==> config.mk <==
export PLATFORM = sky130hd
export DESIGN_NAME = rvfi_fairness_gen
export DESIGN_NICKNAME = d
export VERILOG_FILES = /design/src/rtl/rvfi_fairness_pkg.sv /design/src/rtl/rvfi_fair_chan.sv /design/src/rtl/rvfi_fairness_gen.sv
export SDC_FILE = /design/constraint.sdc
export NUM_CORES = 1
export LEC_CHECK = 0
export CAP_MARGIN = 0
export CORE_UTILIZATION = 50
export DETAILED_ROUTE_END_ITERATION = 6
export PLACE_DENSITY = 0.82
export SYNTH_ARGS = -nofsm -noshare
export SYNTH_HDL_FRONTEND = slang
export SYNTH_SLANG_ARGS = --single-unit
==> constraint.sdc <==
create_clock -name g_clk -period 3.6 [get_ports g_clk]
set_input_delay 0.72 -clock g_clk [delete_from_list [all_inputs] [get_ports g_clk]]
set_output_delay 0.72 -clock g_clk [all_outputs]
set_load 0.05 [all_outputs]
==> src/rtl/rvfi_fairness_pkg.sv <==
// Shared cause codes and mode constants for the RVFI fairness monitor.
package rvfi_fairness_pkg;

  typedef enum logic [2:0] {
    CAUSE_NONE   = 3'd0,
    CAUSE_DELAY  = 3'd1,
    CAUSE_DROP   = 3'd2,
    CAUSE_ERRPOS = 3'd3,
    CAUSE_ERR    = 3'd4,
    CAUSE_INT    = 3'd5
  } cause_e;

  localparam int ERR_NONE    = 0;
  localparam int ERR_BOUNDED = 1;
  localparam int INT_NONE    = 0;
  localparam int INT_SPACED  = 1;

endpackage

==> src/rtl/rvfi_fair_chan.sv <==
// One req/gnt/err channel: stall and error counters plus the per-cycle
// DELAY/DROP/ERRPOS/ERR conditions (combinational, unmasked).
module rvfi_fair_chan
  import rvfi_fairness_pkg::*;
#(
  parameter int CNT_W     = 5,
  parameter int MAX_DELAY = 5,
  parameter int ERR_MODE  = 0,
  parameter int MAX_ERRS  = 1
) (
  input  logic             clk,
  input  logic             resetn,
  input  logic             req,
  input  logic             gnt,
  input  logic             err,
  output logic [CNT_W-1:0] stall_cnt,
  output logic             cond_delay,
  output logic             cond_drop,
  output logic             cond_errpos,
  output logic             cond_err
);

  logic [CNT_W-1:0] stall_q;
  logic [CNT_W-1:0] err_cnt_q;
  logic             prev_stall_q;
  logic             prev_grant_q;
  logic             stall;
  logic             grant;
  logic             resp_err;
  logic             err_full;

  assign stall    = req & ~gnt;
  assign grant    = req & gnt;
  // A response error is only legal in the cycle right after a grant.
  assign resp_err = err & prev_grant_q;
  assign err_full = (err_cnt_q == CNT_W'(MAX_ERRS));

  always_ff @(posedge clk) begin
    if (!resetn) begin
      stall_q      <= '0;
      err_cnt_q    <= '0;
      prev_stall_q <= 1'b0;
      prev_grant_q <= 1'b0;
    end else begin
      if (stall) begin
        if (stall_q != {CNT_W{1'b1}}) stall_q <= stall_q + 1'b1;
      end else begin
        stall_q <= '0;
      end
      if (resp_err && (ERR_MODE == ERR_BOUNDED) && !err_full)
        err_cnt_q <= err_cnt_q + 1'b1;
      prev_stall_q <= stall;
      prev_grant_q <= grant;
    end
  end

  assign stall_cnt   = stall_q;
  assign cond_delay  = stall & (stall_q == CNT_W'(MAX_DELAY));
  assign cond_drop   = ~req & prev_stall_q;
  assign cond_errpos = err & ~prev_grant_q;
  assign cond_err    = resp_err & ((ERR_MODE == ERR_NONE) | err_full);

endmodule

==> src/rtl/rvfi_fairness_gen.sv <==
// Fairness monitor top: per-channel checkers, interrupt pacing, first-cause
// capture and sticky violation flags.
module rvfi_fairness_gen
  import rvfi_fairness_pkg::*;
#(
  parameter int NCH        = 2,
  parameter int CNT_W      = 5,
  parameter int MAX_DELAY  = 5,
  parameter int ERR_MODE   = 0,
  parameter int MAX_ERRS   = 1,
  parameter int INT_MODE   = 0,
  parameter int INT_GAP    = 16,
  parameter int USE_ASSUME = 1,
  localparam int CH_W      = (NCH > 1) ? $clog2(NCH) : 1
) (
  input  logic                 g_clk,
  input  logic                 g_resetn,
  input  logic [NCH-1:0]       ch_req,
  input  logic [NCH-1:0]       ch_gnt,
  input  logic [NCH-1:0]       ch_err,
  input  logic                 int_sw,
  input  logic                 int_ext,
  output logic [NCH*CNT_W-1:0] ch_stall_cnt,
  output logic [NCH-1:0]       ch_viol,
  output logic                 int_viol,
  output logic                 any_viol,
  output logic [2:0]           viol_cause,
  output logic [CH_W-1:0]      viol_chan
);

  logic [NCH-1:0]   c_delay, c_drop, c_errpos, c_err;
  logic [NCH-1:0]   m_delay, m_drop, m_errpos, m_err;
  logic [NCH-1:0]   chan_fault;
  logic             irq, irq_q, irq_rise, gap_short;
  logic [CNT_W-1:0] gap_q;
  logic             c_int_raw, c_int;
  cause_e           first_cause;
  logic [CH_W-1:0]  first_chan;
  logic [NCH-1:0]   ch_viol_q;
  logic             int_viol_q, any_viol_q;
  cause_e           cause_q;
  logic [CH_W-1:0]  chan_q;

  for (genvar i = 0; i < NCH; i++) begin : g_ch
    rvfi_fair_chan #(
      .CNT_W     (CNT_W),
      .MAX_DELAY (MAX_DELAY),
      .ERR_MODE  (ERR_MODE),
      .MAX_ERRS  (MAX_ERRS)
    ) u_chan (
      .clk         (g_clk),
      .resetn      (g_resetn),
      .req         (ch_req[i]),
      .gnt         (ch_gnt[i]),
      .err         (ch_err[i]),
      .stall_cnt   (ch_stall_cnt[i*CNT_W +: CNT_W]),
      .cond_delay  (c_delay[i]),
      .cond_drop   (c_drop[i]),
      .cond_errpos (c_errpos[i]),
      .cond_err    (c_err[i])
    );
  end

  // gap_q counts cycles since the last rising edge; it holds 1 in the cycle
  // after an edge so an edge exactly INT_GAP cycles later is accepted.
  assign irq       = int_sw | int_ext;
  assign irq_rise  = irq & ~irq_q;
  assign gap_short = (gap_q < CNT_W'(INT_GAP));
  assign c_int_raw = (INT_MODE == INT_NONE) ? irq : (irq_rise & gap_short);

  always_ff @(posedge g_clk) begin
    if (!g_resetn) begin
      irq_q <= 1'b0;
      gap_q <= {CNT_W{1'b1}};
    end else begin
      irq_q <= irq;
      if (irq_rise)                     gap_q <= CNT_W'(1);
      else if (gap_q != {CNT_W{1'b1}})  gap_q <= gap_q + 1'b1;
    end
  end

  assign m_delay    = c_delay  & {NCH{g_resetn}};
  assign m_drop     = c_drop   & {NCH{g_resetn}};
  assign m_errpos   = c_errpos & {NCH{g_resetn}};
  assign m_err      = c_err    & {NCH{g_resetn}};
  assign c_int      = c_int_raw & g_resetn;
  assign chan_fault = m_delay | m_drop | m_errpos | m_err;

  // Scanned from highest code / highest channel down so the last hit wins,
  // leaving the lowest code and then the lowest channel.
  always_comb begin
    first_cause = CAUSE_NONE;
    first_chan  = '0;
    if (c_int) first_cause = CAUSE_INT;
    for (int i = NCH - 1; i >= 0; i--)
      if (m_err[i]) begin first_cause = CAUSE_ERR; first_chan = CH_W'(i); end
    for (int i = NCH - 1; i >= 0; i--)
      if (m_errpos[i]) begin first_cause = CAUSE_ERRPOS; first_chan = CH_W'(i); end
    for (int i = NCH - 1; i >= 0; i--)
      if (m_drop[i]) begin first_cause = CAUSE_DROP; first_chan = CH_W'(i); end
    for (int i = NCH - 1; i >= 0; i--)
      if (m_delay[i]) begin first_cause = CAUSE_DELAY; first_chan = CH_W'(i); end
  end

  always_ff @(posedge g_clk) begin
    if (!g_resetn) begin
      ch_viol_q  <= '0;
      int_viol_q <= 1'b0;
      any_viol_q <= 1'b0;
      cause_q    <= CAUSE_NONE;
      chan_q     <= '0;
    end else begin
      ch_viol_q  <= ch_viol_q | chan_fault;
      int_viol_q <= int_viol_q | c_int;
      any_viol_q <= any_viol_q | (|chan_fault) | c_int;
      if ((cause_q == CAUSE_NONE) && (first_cause != CAUSE_NONE)) begin
        cause_q <= first_cause;
        chan_q  <= first_chan;
      end
    end
  end

  assign ch_viol    = ch_viol_q;
  assign int_viol   = int_viol_q;
  assign any_viol   = any_viol_q;
  assign viol_cause = cause_q;
  assign viol_chan  = chan_q;

  if (USE_ASSUME != 0) begin : g_assume
`ifdef FORMAL
    initial assume (!g_resetn);
    always_comb begin
      if (g_resetn) begin
        assume (!(|c_delay));
        assume (!(|c_drop));
        assume (!(|c_errpos));
        assume (!(|c_err));
        assume (!c_int_raw);
      end
    end
`endif
  end

endmodule

==> summary.md, run 1 <==
| Metric | Value |
|---|---|
| Ys flop type | dfxtp_1 |
| Crit Reg-Reg Endpoint | viol_chan |
| Switching Fraction | 28.2% |
| Leakage Power | 0.576 nW |
| Post-synthesis cell count | 109 |
| R2R Path Start | g_ch[1].u_chan.stall_cnt[0] |
| CTS Buf Count | 3 |
| Clock transition at path regs | 120 ps |
| Area growth, synth to finish | 32.4% |
| Final Hold Vio Count | 0 |
| Gr ovfl total | 0 |
| Setup TNS | 0 ps |
| Worst-Margin Slew | 505 ps |
| H-tree depth | 1 |
| Post-CTS setup buffer count | 0 |
| Register area share after synthesis | 42.6% |
| Fraction of the cycle the final worst path needs | about three quarters |
| Finished Core Util | 69.8% |
| Normalized max-slew margin | 66.2% |
| Reg2Reg Setup Slack | between 1500 and 2000 ps |
| Worst hold path class | register to register |
| Data required time of the critical path | 3840 ps |
| Core Area | 0.00196 mm2 |
| HPWL Detailed | ~1700 um |
| Vias in the first global route | just under 800 |
| Post-DP Area | around 0.0013 mm2 |
| Wirelength, routed | 2090 um |
| Per-cell routed wire length | 12.6 um |
| CTS tree | yes |
| GP Congestion | 0.797 |
| CTS Hold Bufs | 0 |
| Number of port buffers | 27 |
| CP Launch Type | input pin |
| 1st-iter DRT viols | 10 |
| Clk pwr share | around 27% |
| DR pass1 iterations | 4 |
| Worst Setup EP | viol_chan |
| Most common cell after layout, fill and taps aside | clkdlybuf4s50_1 |
| Net Sw Power | 0.000140 W |
| Clk_skew | 3.36 ps |
| Via count | 892 |
| Minimum clock period | 2640 ps |
| # rows | 16 |
| Max Freq | ~380 MHz |
| CP Capture Type | register |
| Root Buffer | clkbuf_4 |
| Worst Hold Slack | 491 ps |
| Crit path max-delay cell type | clkdlybuf4s50_1 |
| YS warnings | 0 |
| Setup Crit Path Kind | input pin to register |
| Die height | roughly 47 um |
| Total track usage | 20.2% |
| Critical-path cell list | clkdlybuf4s50_1 > nand3b_4 > or4_4 > and2_4 > a2111oi_4 > mux2i_1 |
| Post-synth ARST share | 0% |
| Pwr/cell area | 362 mW/mm2 |
| Share of cells above drive strength 1 | 8.63% |
| Crit. Startpoint | g_resetn |
| Yosys cell types | 34 |
| Initial Utilization | 52.7% |
| Vias per Instance | about 5.4 |
| Final Total Pwr | 0.000496 W |
| Reg power frac | 53.6% |
| Die Footprint | 0.00226 mm2 |
| Pin count of the biggest net entering global routing | 13 |
| Slew Limit Fails | 0 |
| Yosys reg bits | 22 |
| Antenna violations before repair | 0 |
| Mapped cell area | 0.00103 mm2 |
| Crit-path max FO | 12 |
| Peak supply drop | 208 uV |
| RSZ-0062 raised after global routing | false |
| Ant. Diodes | 0 |
| Worst-Skew Late Latency | ~300 ps |
| Final antenna-violating net count | 0 |
| Number of flops mapped to enable cells by yosys | 0 |
| R2R cell count | 6 |
| Worst EP arrival | roughly 2900 ps |
| Most frequent cells in the layout | clkdlybuf4s50_1, dfxtp_1, nor2_1 |
| Die width | 47.5 um |
| Design Area, Final | between 0.001 and 0.0015 mm2 |
| Total Nets Final | between 150 and 200 |
| Syn Nets | 125 |
| Max-cap violation count | 0 |
| Average size of a mapped cell | approximately 9.5 um2 |
| IO Pins | 28 |
| CTS Sinks | 22 |
| DRC | 0 |
| Final setup violation count | 0 |
| Max stage delay on crit path | 760 ps |
| Post_cts resized | 0 |
| Global-route wire length before repair | 3170 um |
| Logic pwr share | 19.5% |
| Clock buffer depth | 2 |
| Status | finished, final reports clean |
| Pint | 0.000356 W |
cell families (layout without fill, tap and decap cells):
logic type      Yosys count  in the layout  share of synthesized area, %
compound gates           15             15                          12.6
xor+xnor                  6              6                          5.08
fa+ha+maj                 6              6                          7.25
buf+inv                   9             39                          3.39
flops                    22             22                          42.6
mux                       3              3                          2.90
simple gates             48             48                          26.2
cell type report:
| class | count | area (um2) |
|---|---|---|
| inverter | 8 | 30.0 |
| timing repair buffer | 27 | 270 |
| sequential | 22 | 440 |
| tap | 27 | 33.8 |
| clock buffer | 4 | 36.3 |
| fill | 170 | 592 |
| multi-input combinational | 78 | 559 |
worst min-delay path by stage:
stage | startpoint | endpoint | slack, ps | depth (start not counted)
CTS | ch_viol[1] | ch_viol[1] | 490 | 2
detailed placement | ch_viol[1] | ch_viol[1] | 460 | 2
global placement | viol_chan | viol_chan | 450 | 2
floorplan | viol_chan | viol_chan | 670 | 2
finish | ch_viol[1] | ch_viol[1] | 490 | 2
global route | viol_chan | viol_chan | 520 | 2
flip-flops by register name (all words and copies together) (netlist names):
name	cells
g_ch.u_chan.prev_stall_q	2
any_viol	1
viol_cause	3
int_viol	1
g_ch.u_chan.stall_cnt	10
g_ch.u_chan.prev_grant_q	2
viol_chan	1
ch_viol	2
worst max-delay path: cells and delay by family:
family / cells / cell delay, ps
AND/OR/NAND/NOR: 3 / 880
buffers and inverters: 1 / 760
multiplexers: 1 / 220
AO/OA/AOI/OAI: 1 / 300
layer usage:
metal / track usage [%] / part of all wire (%) / vias up
met5: 0 / 0 / -
met4: 9.71 / 2.2 / 0
met3: 4.53 / 4.4 / 6
met2: 34.8 / 51 / 27
met1: 23.6 / 42 / 421
li1: - / - / 438
per-stage QoR:
step | instances | setup slack [ps]
detailed placement | 162 | 630
CTS | 166 | 952
floorplan | 109 | 1470
finish | 166 | 964
global placement | 162 | 729
global route | 166 | 891
cells in the mapped netlist, drive strengths merged (2+ instances only):
| master | number | area (um2) |
|---|---|---|
| o21a | 3 | 22.5 |
| xnor2 | 2 | 17.5 |
| a21oi | 2 | 10.0 |
| ha | 6 | 75.1 |
| o21ai | 2 | 10.0 |
| a2111oi | 2 | 36.3 |
| nor3 | 2 | 10.0 |
| nand3b | 2 | 27.5 |
| nand3 | 2 | 10.0 |
| nand2 | 5 | 18.8 |
| nand4b | 2 | 17.5 |
| nor2 | 20 | 75.1 |
| and3 | 4 | 25.0 |
| dfxtp | 22 | 440 |
| mux2i | 3 | 30.0 |
| nor2b | 4 | 25.0 |
| inv | 8 | 30.0 |
| xor2 | 4 | 35.0 |
power groups by stage:
| stage | clock, W | sequential, W | combinational, W |
|---|---|---|---|
| 3_5_place_dp | 0 | 0.000272 | 0.0000971 |
| 4_1_cts | 0.000135 | 0.000266 | 0.0000974 |
| 6_report | 0.000133 | 0.000266 | 0.0000970 |
| 5_1_grt | 0.000149 | 0.000268 | 0.000104 |
| 3_3_place_gp | 0 | 0.000271 | 0.0000948 |
| 2_1_floorplan | 0 | 0.000302 | 0.0000297 |
Power figures use the tool's default switching activity.
==> run 2: changes to the inputs <==
--- a/config.mk
+++ b/config.mk
@@ -6,9 +6,9 @@
 export NUM_CORES = 1
 export LEC_CHECK = 0
 export CAP_MARGIN = 0
-export CORE_UTILIZATION = 50
+export CORE_UTILIZATION = 46
 export DETAILED_ROUTE_END_ITERATION = 6
-export PLACE_DENSITY = 0.82
+export PLACE_DENSITY = 0.77
 export SYNTH_ARGS = -nofsm -noshare
 export SYNTH_HDL_FRONTEND = slang
 export SYNTH_SLANG_ARGS = --single-unit
==> constraint.sdc (replaced) <==
create_clock -name g_clk -period 2.6 [get_ports g_clk]
set_input_delay 0.52 -clock g_clk [delete_from_list [all_inputs] [get_ports g_clk]]
set_output_delay 0.52 -clock g_clk [all_outputs]
set_load 0.05 [all_outputs]
==> summary.md, run 2 (synthesized netlist as in run 1, its figures left out) <==
| Metric | Value |
|---|---|
| Worst-Skew Late Latency | 300 ps (about the same) |
| Buffers plus inverters on the worst setup path | 1 (unchanged) |
| Pint | 0.000464 W (was 0.000356 W) |
| Worst EP arrival | 2400 ps (was 2880 ps) |
| Slew Limit Fails | 0 (unchanged) |
| Die Footprint | 0.00244 mm2 (was 0.00226 mm2) |
| Global-route wire length before repair | 3510 um (was 3170 um) |
| Worst path depth | 6 (unchanged) |
| Critical-path cell list | clkdlybuf4s50_1 > nand3b_4 > or4_4 > and2_4 > a2111oi_4 > mux2i_1 (unchanged) |
| Via count | 864 (was 892) |
| R2R Path Start | g_ch[1].u_chan.stall_cnt[0] (unchanged) |
| CTS Buf Count | 3 (unchanged) |
| Crit path max-delay cell type | clkdlybuf4s50_1 (unchanged) |
| Clk pwr share | 22.8% (was 26.8%) |
| Pin count of the biggest net entering global routing | 12 (was 13) |
| Die height | 49.4 um (was 47.5 um) |
| Final antenna-violating net count | 0 (unchanged) |
| # rows | 16 (unchanged) |
| Final Hold Vio Count | 0 (unchanged) |
| Final setup violation count | 0 (unchanged) |
| Data required time of the critical path | 2840 ps (was 3840 ps) |
| Most frequent cells in the layout | clkdlybuf4s50_1, dfxtp_1, nor2_1 (unchanged) |
| Fraction of the cycle the final worst path needs | between 80 and 90% |
| Crit. Startpoint | ch_req[1] (was g_resetn) |
| DRC | 0 (unchanged) |
| Worst Hold Slack | 476 ps (was 491 ps) |
| Leakage Power | 0.578 nW (was 0.576 nW) |
| Setup TNS | 0 ps (unchanged) |
| Area growth, synth to finish | 32.5% (was 32.4%) |
| Per-cell routed wire length | 12.2 um (was 12.6 um) |
| Pwr/cell area | 476 mW/mm2 (was 362 mW/mm2) |
| Vias in the first global route | 847 (was 791) |
| Logic pwr share | 20.6% (was 19.5%) |
| Net Sw Power | 0.000189 W (was 0.000140 W) |
| Peak supply drop | 376 uV (was 208 uV) |
| Clock transition at path regs | 110 ps (was 120 ps) |
| Worst-Margin Slew | 499 ps (was 505 ps) |
| Clk_skew | 4.93 ps (was 3.36 ps) |
| Reg2Reg Setup Slack | 740 ps (was 1720 ps) |
| Hold Path Depth | 1 (was 2) |
| Max Freq | 464 MHz |
| CTS Sinks | 22 (unchanged) |
| Ant. Diodes | 0 (unchanged) |
| Worst Setup EP | viol_chan (unchanged) |
| RSZ-0062 raised after global routing | false (unchanged) |
| Post-Layout Cell Count | 167 (was 166) |
| Reg power frac | 56.5% (was 53.6%) |
| Gr ovfl total | 0 (unchanged) |
| Switching Fraction | 28.9% (was 28.2%) |
| HPWL Detailed | 1600 um (was 1670 um) |
| Most common cell after layout, fill and taps aside | clkdlybuf4s50_1 (unchanged) |
| Crit Reg-Reg Endpoint | viol_chan (unchanged) |
| 1st-iter DRT viols | 13 (was 10) |
| IO Pins | 28 (unchanged) |
| H-tree depth | 1 (unchanged) |
| Antenna violations before repair | 0 (unchanged) |
| Normalized max-slew margin | 66.6% (was 66.2%) |
| Wirelength, routed | 2040 um (was 2090 um) |
| Setup Crit Path Kind | input pin to register (unchanged) |
| Share of cells above drive strength 1 | 9.29% (was 8.63%) |
| R2R cell count | 6 (unchanged) |
| Die width | 49.4 um (was 47.5 um) |
| Delay-heaviest family, CP | simple AND/OR/NAND/NOR gates (unchanged) |
| Max stage delay on crit path | 540 ps (was 760 ps) |
| Root Buffer | clkbuf_4 (unchanged) |
| Max-cap violation count | 0 (unchanged) |
| Vias per Instance | 5.17 (was 5.37) |
| Worst hold path class | register to register (unchanged) |
| Total track usage | 18.8% (was 20.2%) |
| CP Launch Type | input pin (unchanged) |
| GP Congestion | 0.912 (was 0.797) |
| DR pass1 iterations | 4 (unchanged) |
| CP Capture Type | register (unchanged) |
| Post_cts resized | 0 (unchanged) |
| Crit-path max FO | 7 (was 12) |
| Initial Utilization | 50.7% (was 52.7%) |
| Post-CTS setup buffer count | 0 (unchanged) |
| CTS tree | yes (unchanged) |
| Max reg flops | 10 (unchanged) |
| CTS Hold Bufs | 0 (unchanged) |
| Status | finished, final reports clean (unchanged) |
| Number of port buffers | 27 (unchanged) |
| Total Nets Final | 158 (was 156) |
| Core Area | 0.00204 mm2 (was 0.00196 mm2) |
| Fill cells | 187 (was 170) |
| Area of the multi-input gates | 559 um2 (unchanged) |
| Placed cells | 164 (was 162) |
| Register area | 440 um2 (unchanged) |
| Clock buffer depth | 2 (unchanged) |
| Minimum clock period | between 2000 and 2500 ps |
[run 2: cell count changes in the layout (fill, tap and decap cells not counted)]
cell      delta
buf_4        +2
clkbuf_8     -1
[run 2: area by class of cell]
type	count	share of cell area, %
clock buffers	3	1.64
inverters	8	2.19
multi-input cells	78	40.8
flip-flops and latches	22	32.1
well taps	27	2.46
repair buffers	29	20.8
[run 2: through the flow]
step                instance area [um2]  utilization [%]  total power (W)  setup WS, ps
detailed placement                 1350             66.1         0.000511           115
finish                             1370             67.2         0.000653           444
floorplan                          1030                -         0.000459           467
global placement                   1350             66.1         0.000508           174
global route                       1370             67.2         0.000683           365
CTS                                1370             67.2         0.000662           439
[run 2: worst reg2reg max path, cell delays in order, from the launching register on]
cell and delay, ps:
dfxtp_1 440, ha_1 180, nand2_1 50, or4_4 430, and2_4 200, a2111oi_4 290, mux2i_1 210
[run 2: how the worst min path moves through the flow]
stage | startpoint | to
2_1_floorplan | ch_req[0] | g_ch[0].u_chan.prev_grant_q
3_3_place_gp | int_viol | int_viol
3_5_place_dp | int_viol | int_viol
4_1_cts | viol_chan | viol_chan
5_1_grt | viol_chan | viol_chan
6_report | int_viol | int_viol
[run 2: power by group through the flow]
stage	clock network [W]	registers (W)	logic, W
after detailed placement	0	0.000377	0.000135
after floorplan	0	0.000418	0.0000411
after CTS	0.000158	0.000369	0.000135
after global routing	0.000167	0.000371	0.000144
after global placement	0	0.000375	0.000133
final	0.000149	0.000369	0.000135
[run 2: metal layers]
metal	share of wire, %	track usage (%)	up-vias
met4	1.2	6.67	0
met1	46	21.9	392
met2	48	32.4	23
li1	-	-	445
met3	4.9	5.61	4
met5	0	0	-
==> run 3: changes to the inputs <==
==> constraint.sdc (replaced) <==
create_clock -name g_clk -period 2.03 [get_ports g_clk]
set_input_delay 0.406 -clock g_clk [delete_from_list [all_inputs] [get_ports g_clk]]
set_output_delay 0.406 -clock g_clk [all_outputs]
set_load 0.05 [all_outputs]
==> summary.md, run 3 (synthesized netlist as in run 1, its figures left out) <==
| Metric | Value |
|---|---|
| Final setup violation count | 0 (unchanged) |
| Clock buffer depth | 2 (unchanged) |
| Hold Path Depth | 1 (unchanged) |
| Die Footprint | 0.00244 mm2 (unchanged) |
| Fraction of the cycle the final worst path needs | 97.5% |
| Global-route wire length before repair | 3820 um (was 3510 um) |
| DRC | 0 (unchanged) |
| Final antenna-violating net count | 0 (unchanged) |
| Clk_skew | 3.66 ps (was 4.93 ps) |
| Wirelength, routed | 2180 um (was 2040 um) |
| Worst-Margin Slew | 509 ps (was 499 ps) |
| Fill cells | 183 (was 187) |
| Worst Hold Slack | 478 ps (was 476 ps) |
| Setup Crit Path Kind | input pin to register (unchanged) |
| Reg2Reg Setup Slack | 210 ps (was 740 ps) |
| Normalized max-slew margin | 66.0% (was 66.6%) |
| Most common cell after layout, fill and taps aside | dfxtp_1 (was clkdlybuf4s50_1) |
| Max-cap violation count | 0 (unchanged) |
| Status | finished, final reports clean (unchanged) |
| Most frequent cells in the layout | dfxtp_1, nor2_1, clkdlybuf4s50_1 (was clkdlybuf4s50_1, dfxtp_1, nor2_1) |
| Critical-path cell list | clkdlybuf4s50_1 > nand3b_4 > or4_4 > and2_4 > a2111oi_4 > mux2i_1 (unchanged) |
| Gr ovfl total | 0 (unchanged) |
| Core Area | 0.00204 mm2 (unchanged) |
| Number of port buffers | 27 (unchanged) |
| Final worst setup slack | 50.8 ps (was 444 ps) |
| Total Nets Final | 165 (was 158) |
| Area of the multi-input gates | 559 um2 (unchanged) |
| CTS tree | yes (unchanged) |
| Antenna violations before repair | 0 (unchanged) |
| Leakage Power | 0.684 nW (was 0.578 nW) |
| Crit Reg-Reg Endpoint | viol_chan (unchanged) |
| Total track usage | 20.2% (was 18.8%) |
| Crit-path max FO | 3 (was 7) |
| Hold EP | int_viol (unchanged) |
| Area growth, synth to finish | 38.5% (was 32.5%) |
| Share of cells above drive strength 1 | 15.6% (was 9.29%) |
| Max stage delay on crit path | 500 ps (was 540 ps) |
| 1st-iter DRT viols | 17 (was 13) |
| DR pass1 iterations | 4 (unchanged) |
| Worst-Skew Late Latency | 300 ps (about the same) |
| CTS Hold Bufs | 0 (unchanged) |
| Ant. Diodes | 0 (unchanged) |
| Post-CTS setup buffer count | 0 (unchanged) |
| R2R cell count | 7 (was 6) |
| Initial Utilization | 50.7% (unchanged) |
| Per-cell routed wire length | 12.5 um (was 12.2 um) |
| H-tree depth | 1 (unchanged) |
| CP Capture Type | register (unchanged) |
| Pre-CTS WS | -313 ps (was 115 ps) |
| Worst Min Path Start | int_viol (unchanged) |
| Pwr/cell area | 586 mW/mm2 (was 476 mW/mm2) |
| Data required time of the critical path | 2260 ps (was 2840 ps) |
| # rows | 16 (unchanged) |
| Max Freq | 505 MHz |
| Setup TNS | 0 ps (unchanged) |
| Clock transition at path regs | 110 ps (about the same) |
| Pin count of the biggest net entering global routing | 12 (unchanged) |
| IO Pins | 28 (unchanged) |
| RSZ-0062 raised after global routing | true (was false) |
| Worst EP arrival | 2210 ps (was 2400 ps) |
| Buffers plus inverters on the worst setup path | 1 (unchanged) |
| Via count | 898 (was 864) |
| Vias in the first global route | 915 (was 847) |
| Final Hold Vio Count | 0 (unchanged) |
| GP Congestion | 0.913 (was 0.912) |
| CTS Buf Count | 3 (unchanged) |
| Die height | 49.4 um (unchanged) |
| Crit path max-delay cell type | or4_4 (was clkdlybuf4s50_1) |
| Die width | 49.4 um (unchanged) |
| Vias per Instance | 5.16 (was 5.17) |
| Register area | 442 um2 (was 440 um2) |
| Max reg flops | 10 (unchanged) |
| Root Buffer | clkbuf_4 (unchanged) |
| Worst hold path class | register to register (unchanged) |
| Slew Limit Fails | 0 (unchanged) |
| Delay-heaviest family, CP | simple AND/OR/NAND/NOR gates (unchanged) |
| CTS Sinks | 22 (unchanged) |
| R2R Path Start | g_ch[1].u_chan.stall_cnt[1] (was g_ch[1].u_chan.stall_cnt[0]) |
| CP Launch Type | input pin (unchanged) |
| Minimum clock period | 1980 ps |
| HPWL Detailed | 1670 um (was 1600 um) |
| Peak supply drop | 419 uV (was 376 uV) |
[run 3: cell types whose count changed in the layout (fill, tap and decap cells not counted)]
| cell | previous run | this run |
|---|---|---|
| buf_4 | 2 | 11 |
| clkdlybuf4s50_1 | 27 | 20 |
| dfxtp_1 | 22 | 21 |
| dfxtp_2 | 0 | 1 |
| dlymetal6s2s_1 | 0 | 5 |
[run 3: per-stage QoR]
| stage | util [%] | power, W | cells | instance area (um2) |
|---|---|---|---|---|
| after floorplan | - | 0.000588 | 109 | 1040 |
| after global placement | 68.4 | 0.000655 | 171 | 1400 |
| after detailed placement | 68.4 | 0.000660 | 171 | 1400 |
| after CTS | 69.5 | 0.000850 | 174 | 1420 |
| after global routing | 70.2 | 0.000875 | 174 | 1430 |
| final | 70.2 | 0.000839 | 174 | 1430 |
[run 3: per-layer routing]
metal | GRT usage, % | routed length [um] | up-vias
met4 | 7.62 | 13 | 0
met5 | 0 | 0 | -
met3 | 2.80 | 98 | 2
met2 | 36.1 | 1050 | 29
li1 | - | - | 456
met1 | 24.3 | 1020 | 411
[run 3: how the worst max path moves through the flow]
| stage | from | end | slack [ps] | depth (start not counted) |
|---|---|---|---|---|
| after floorplan | g_ch[1].u_chan.stall_cnt[1] | viol_chan | 80 | 7 |
| after detailed placement | g_resetn | viol_chan | -310 | 6 |
| after CTS | viol_cause[2] | viol_cause[2] | 10 | 1 |
| after global placement | g_resetn | viol_chan | -220 | 6 |
| final | ch_gnt[1] | viol_chan | 50 | 6 |
| after global routing | ch_gnt[1] | viol_chan | -7 | 6 |
[run 3: power by group]
group	total (W)	leakage, nW	switching (W)	internal, W
combinational	0.000176	0.490	0.000101	0.0000755
sequential	0.000472	0.181	0.0000209	0.000451
clock	0.000191	0.0138	0.000122	0.0000691
[run 3: repair_timing]
action / 4_1_cts / 5_1_grt
endpoints found under the hold margin: 0 / 0
gates resized for setup: 0 / 5
setup endpoints to repair: 0 / 4
[run 3: cell type report]
cell class / count / share of cell area (%)
flip-flops and latches: 22 / 30.8
well taps: 27 / 2.36
repair buffers: 36 / 24.1
inverters: 8 / 2.10
multi-input cells: 78 / 39.0
clock buffers: 3 / 1.57
